--- src/rtl/mul_pkg.sv ---
// Shared types and sizing for the iterative shift-add multiplier.
package mul_pkg;

  typedef enum logic [1:0] {
    IDLE = 2'd0,
    RUN  = 2'd1,
    DONE = 2'd2
  } mul_state_e;

  localparam int MUL_WIDTH = 16;
  localparam int CNT_W     = $clog2(MUL_WIDTH);

  // Iteration counter width for any operand width, never narrower than one bit.
  function automatic int cnt_width(input int w);
    return (w > 1) ? $clog2(w) : 1;
  endfunction

endpackage

--- src/rtl/mul_shift_add.sv ---
// Shift-add datapath: accumulator, shifting multiplicand/multiplier and the
// iteration counter, driven by load/step strobes from the sequencer.
module mul_shift_add
  import mul_pkg::*;
#(
  parameter int WIDTH = MUL_WIDTH
) (
  input  logic               clk_i,
  input  logic               rst_ni,
  input  logic               load_i,
  input  logic               step_i,
  input  logic [WIDTH-1:0]   op_a_i,
  input  logic [WIDTH-1:0]   op_b_i,
  output logic [2*WIDTH-1:0] acc_sum_o,
  output logic               mult_zero_o,
  output logic               last_o
);

  localparam int CW = cnt_width(WIDTH);
  localparam logic [CW-1:0] LAST_CNT = CW'(WIDTH - 1);

  logic [2*WIDTH-1:0] acc_q, acc_d;
  logic [2*WIDTH-1:0] mcand_q, mcand_d;
  logic [WIDTH-1:0]   mult_q, mult_d;
  logic [CW-1:0]      cnt_q, cnt_d;
  logic [2*WIDTH-1:0] addend;

  always_ff @(posedge clk_i or negedge rst_ni) begin
    if (!rst_ni) begin
      acc_q   <= '0;
      mcand_q <= '0;
      mult_q  <= '0;
      cnt_q   <= '0;
    end else begin
      acc_q   <= acc_d;
      mcand_q <= mcand_d;
      mult_q  <= mult_d;
      cnt_q   <= cnt_d;
    end
  end

  always_comb begin
    addend  = mult_q[0] ? mcand_q : '0;
    acc_d   = acc_q;
    mcand_d = mcand_q;
    mult_d  = mult_q;
    cnt_d   = cnt_q;
    if (load_i) begin
      acc_d   = '0;
      mcand_d = {{WIDTH{1'b0}}, op_b_i};
      mult_d  = op_a_i;
      cnt_d   = '0;
    end else if (step_i) begin
      acc_d   = acc_q + addend;
      mcand_d = mcand_q << 1;
      mult_d  = mult_q >> 1;
      cnt_d   = cnt_q + CW'(1);
    end
  end

  // Sum of the current iteration, so the sequencer can latch the product on
  // the same edge that leaves RUN.
  assign acc_sum_o   = acc_q + addend;
  assign mult_zero_o = (mult_q >> 1) == '0;
  assign last_o      = (cnt_q == LAST_CNT);

endmodule

--- src/rtl/mul_sequencer.sv ---
// Multiply controller for EX: IDLE/RUN/DONE FSM, stall decode and product hold.
// Define MUL_EARLY_EXIT_EN to leave RUN as soon as the remaining multiplier is zero.
module mul_sequencer
  import mul_pkg::*;
#(
  parameter int WIDTH = MUL_WIDTH
) (
  input  logic               clk_i,
  input  logic               rst_ni,
  input  logic               start_i,
  input  logic               flush_i,
  input  logic [WIDTH-1:0]   op_a_i,
  input  logic [WIDTH-1:0]   op_b_i,
  output logic               stall_o,
  output logic               busy_o,
  output logic               done_o,
  output logic [2*WIDTH-1:0] product_o
);

  mul_state_e         state_q, state_d;
  logic [2*WIDTH-1:0] product_q, product_d;
  logic [2*WIDTH-1:0] acc_sum;
  logic               mult_zero;
  logic               last;
  logic               run_exit;
  logic               load;
  logic               step;

  mul_shift_add #(
    .WIDTH(WIDTH)
  ) u_datapath (
    .clk_i      (clk_i),
    .rst_ni     (rst_ni),
    .load_i     (load),
    .step_i     (step),
    .op_a_i     (op_a_i),
    .op_b_i     (op_b_i),
    .acc_sum_o  (acc_sum),
    .mult_zero_o(mult_zero),
    .last_o     (last)
  );

`ifdef MUL_EARLY_EXIT_EN
  assign run_exit = last | mult_zero;
`else
  logic unused_mult_zero;
  assign unused_mult_zero = mult_zero;
  assign run_exit         = last;
`endif

  always_ff @(posedge clk_i or negedge rst_ni) begin
    if (!rst_ni) begin
      state_q   <= IDLE;
      product_q <= '0;
    end else begin
      state_q   <= state_d;
      product_q <= product_d;
    end
  end

  always_comb begin
    state_d   = state_q;
    product_d = product_q;
    case (state_q)
      IDLE: if (start_i) state_d = RUN;
      RUN: begin
        if (run_exit) begin
          state_d   = DONE;
          product_d = acc_sum;
        end
      end
      DONE:    state_d = IDLE;
      default: state_d = IDLE;
    endcase
    // A flush abandons the multiply without touching the held product.
    if (flush_i) begin
      state_d   = IDLE;
      product_d = product_q;
    end
  end

  always_comb begin
    load      = (state_q == IDLE);
    step      = (state_q == RUN);
    busy_o    = (state_q == RUN);
    done_o    = (state_q == DONE) && !flush_i;
    stall_o   = rst_ni && (((state_q == IDLE) && start_i && !flush_i) || (state_q == RUN));
    product_o = product_q;
  end

endmodule

--- config.mk ---
export PLATFORM = sky130hd
export DESIGN_NAME = mul_sequencer
export DESIGN_NICKNAME = d
export VERILOG_FILES = /design/src/rtl/mul_pkg.sv /design/src/rtl/mul_shift_add.sv /design/src/rtl/mul_sequencer.sv
export SDC_FILE = /design/constraint.sdc
export NUM_CORES = 1
export LEC_CHECK = 0
export CAP_MARGIN = 20
export CORE_ASPECT_RATIO = 0.6
export CORE_MARGIN = 1
export CORE_UTILIZATION = 43
export CTS_BUF_LIST = sky130_fd_sc_hd__clkbuf_4 sky130_fd_sc_hd__clkbuf_8 sky130_fd_sc_hd__clkbuf_16
export CTS_CLUSTER_DIAMETER = 30
export DETAILED_ROUTE_END_ITERATION = 8
export PLACE_DENSITY = 0.7
export RECOVER_POWER = 100
export SLEW_MARGIN = 5
export SYNTH_ARGS = -nofsm -noshare
export SYNTH_HDL_FRONTEND = slang
export SYNTH_SLANG_ARGS = --single-unit
export TNS_END_PERCENT = 20
--- constraint.sdc ---
create_clock -name clk_i -period 4.1 [get_ports clk_i]
set_input_delay 0.41 -clock clk_i [delete_from_list [all_inputs] [get_ports clk_i]]
set_output_delay 0.41 -clock clk_i [all_outputs]
set_load 0.02 [all_outputs]
==> results_dict.tcl <==
set metrics [dict create \
    num_vias 5823 \
    fmax_mhz 275 \
    gp_congestion 0.905 \
    highest_layer "met4" \
    grt_max_degree 89 \
    met2_length_um 7080 \
    dieArea_mm2 0.0164 \
    violations "capacitance limit, slew limit" \
    io_pins 71 \
    p_sw_uw 900 \
    crit_path_start_kind "flop" \
    synth.top_cells.by_area "dfrtp_1 43%, nand2_1 7.6%, ha_1 5.9%, o21ai_0 5.1%, mux2i_1 4.5%" \
    fin_skew_ns 0.00931 \
    grt_overflow 0 \
    route.detailed.drc 0 \
    synth_cell_types 58 \
    cp_slowest_cell "dfrtp_1" \
    synth-compound-area-share 0.210 \
    crit_family "compound AO/OA/AOI/OAI gates" \
    dp_cells 967 \
    fin_crit_ns 3.64 \
    core_mm2 0.0154 \
    wl_met3_um 1450 \
    synth_edf_count 0 \
    switching_share 0.275 \
    synthMuxAreaShare 0.0586 \
    cts.htree.levels 4 \
    power.share.clock 0.494 \
    cpMostUsedCell "o21ai_0" \
    clkTransAtPathRegs_ns 0.06 \
    arrival_ns 3.95 \
    start_util 0.443 \
    cts_buffers 17 \
    cts.path.max_buffers 2 \
    grt_use_total 0.243 \
    layout-drive-gt1-share 0.0690 \
    synth_top_flop_cell "dfrtp_1" \
    syn_area_per_cell_um2 9.22 \
    timing.final.crit_share 0.888 \
    relSlewSlack -0.277 \
    drt_first_pass_iters 5 \
    synth_warnings 0 \
    p_leak_nw 3.81 \
    final_core_util 0.533 \
    crit_type "flop to flop" \
    final_cells 1000 \
    synth-adder-area-share 0.0615 \
    tns_ns 0 \
    hold_viol_final 0 \
    total_power_mw 3.27 \
    tightest_slew_ns 1.92 \
    synth_nets 810 \
    comb_power_share 0.114 \
    drv_slew 167 \
    dp_hpwl_um 12700 \
    wl_per_cell_um 18.8 \
    ant_nets 0 \
    hold-worst-slack_ns 0.472 \
    crit_chain "and2_1 > ha_1 > o21ai_0 > o21ai_0 > a41oi_1 > o31ai_1 > a31oi_1 > xnor2_1 > mux2_2" \
    crit_required_ns 4.41 \
    yosysMostFrequentCell "nand2_1" \
    routed_wl_um 18800 \
    antenna_found_initial 0 \
    port_buffers 70 \
    grt_pass1_vias 5517 \
    drtIter0Drc 445 \
    synth_top_family_by_area "compound AO/OA/AOI/OAI gates" \
    cp_num_buf_inv 0 \
    avgViaCountPerCell 5.82 \
    outcome "finished, violations left" \
    setup_viol 0 \
    mappedNetlistArea_mm2 0.00683 \
    min_path_type "flop to flop" \
    synthCells 741 \
    clock-sinks 118 \
    critPathCaptureType "flop" \
    area_growth_pct 20.4 \
    clkLatencyLatePin_ns 0.43 \
    drv_cap 2 \
    m1WireLength_um 10100 \
    slowest_delay_ns 0.68 \
    p_int_mw 2.37 \
    final_nets 853 \
    synth_common_cells "138 x nand2_1, 118 x dfrtp_1, 70 x o21ai_0" \
    clockRootBuffer "clkbuf_16" \
    crit_fanout 33 \
    chipHeight_um 99.6 \
    regToRegSetupSlack_ns 0.46 \
    rows 35 \
    grt_pass1_wl_um 30400 \
    yosys.area.top_type "dfrtp_1" \
    synth-async-reset-ratio 1.00 \
    n_antenna_cell 0 \
    cts_tree "built" \
    pwr-share-seq 0.391 \
    die_x_um 165 \
    synth-seq-cells 118 \
    ys_seq_area_frac 0.432 \
    synth_top_area_frac 0.432 \
    ir_drop_mv 0.234 \
    cellPowerDensity_mw_per_mm2 398 \
    synth-xor-area-share 0.0295 \
    synth_simple_gate_area_frac 0.169 \
    rsz0062_at_grt "false" \
]
[what timing repair did]
| item | CTS | global route |
|---|---|---|
| hold buffers | 1 | 0 |
| resized for setup | 0 | 0 |
| buffers inserted | 0 | 0 |
| endpoints found under the hold margin | 9 | 0 |
[state kept, by name (all words and copies together) (netlist names)]
register	flops
product_o	32
state_q	2
u_datapath.mcand_q	32
u_datapath.mult_q	16
u_datapath.acc_q	32
u_datapath.cnt_q	4
[layout by cell type, fill, tap and decap left out, types with 10 or more instances in the layout]
cell type        synthesis  routed
mux2i_1                 31      31
nor3_1                  10      10
a211o_1                 10      10
dfrtp_1                118     118
a211oi_1                11      11
ha_1                    32      32
nand2_1                138     138
nor2_1                  15      15
o21ai_0                 70      72
clkbuf_16                0      17
nand4_1                 16      16
inv_1                   10      11
a21o_1                  17      17
and2_1                  33      29
dlygate4sd3_1            0      36
clkdlybuf4s50_1          0      34
xnor2_1                 15      15
a21oi_1                 32      33
nand3_1                 11      11
a22o_1                  23      23
[power by group through the flow]
stage	sequential [mW]	combinational (mW)	clock, mW
after CTS	1.28	0.377	1.63
after detailed placement	1.30	0.372	0
after floorplan	1.28	0.247	0
after global routing	1.29	0.413	1.69
after global placement	1.30	0.365	0
final	1.28	0.373	1.62
[layer usage]
| layer | vias to the layer above | global-route usage |
|---|---|---|
| met1 | 2851 | 0.393 |
| met2 | 215 | 0.315 |
| met5 | - | 0 |
| met3 | 21 | 0.0513 |
| li1 | 2736 | - |
| met4 | 0 | 0.0663 |
[cell type report]
cell class,count,area [um2]
clock inverter,14,189
clock buffer,18,439
timing repair buffer,77,748
tap,203,254
inverter,11,41.3
fill,1383,7190
sequential,118,2950
multi-input combinational,559,3600
[worst min-delay path, cell delays in order, from the launching register on]
cell and delay, ns:
dfrtp_1 0.33, nand2_1 0.04, o21ai_0 0.06
[kinds of logic (layout without fill, tap and decap cells)]
kind of cell	after synthesis	in the layout
compound gates	217	217
xor+xnor	23	23
fa+ha+maj	33	33
buf+inv	64	120
flops	118	118
mux	39	39
simple gates	247	247
[stage by stage]
step	cell area, um2	worst slack, ns
final	8220	0.459
after global routing	8220	0.288
after CTS	8250	0.694
after detailed placement	7610	0.747
after global placement	7610	0.842
after floorplan	6830	1.49
[final timing paths]
path | from | cells past startpoint | endpoint
setup / recovery | u_datapath.mult_q[0] | 9 | product_o[15]
hold / removal | product_o[18] | 2 | product_o[18]
setup reg to reg | u_datapath.mult_q[0] | 9 | product_o[15]
hold reg to reg | product_o[18] | 2 | product_o[18]
max in group asynchronous | rst_ni | 3 | u_datapath.acc_q[24]
min in group asynchronous | rst_ni | 2 | u_datapath.mcand_q[4]
(Power assumes the default switching activity.)
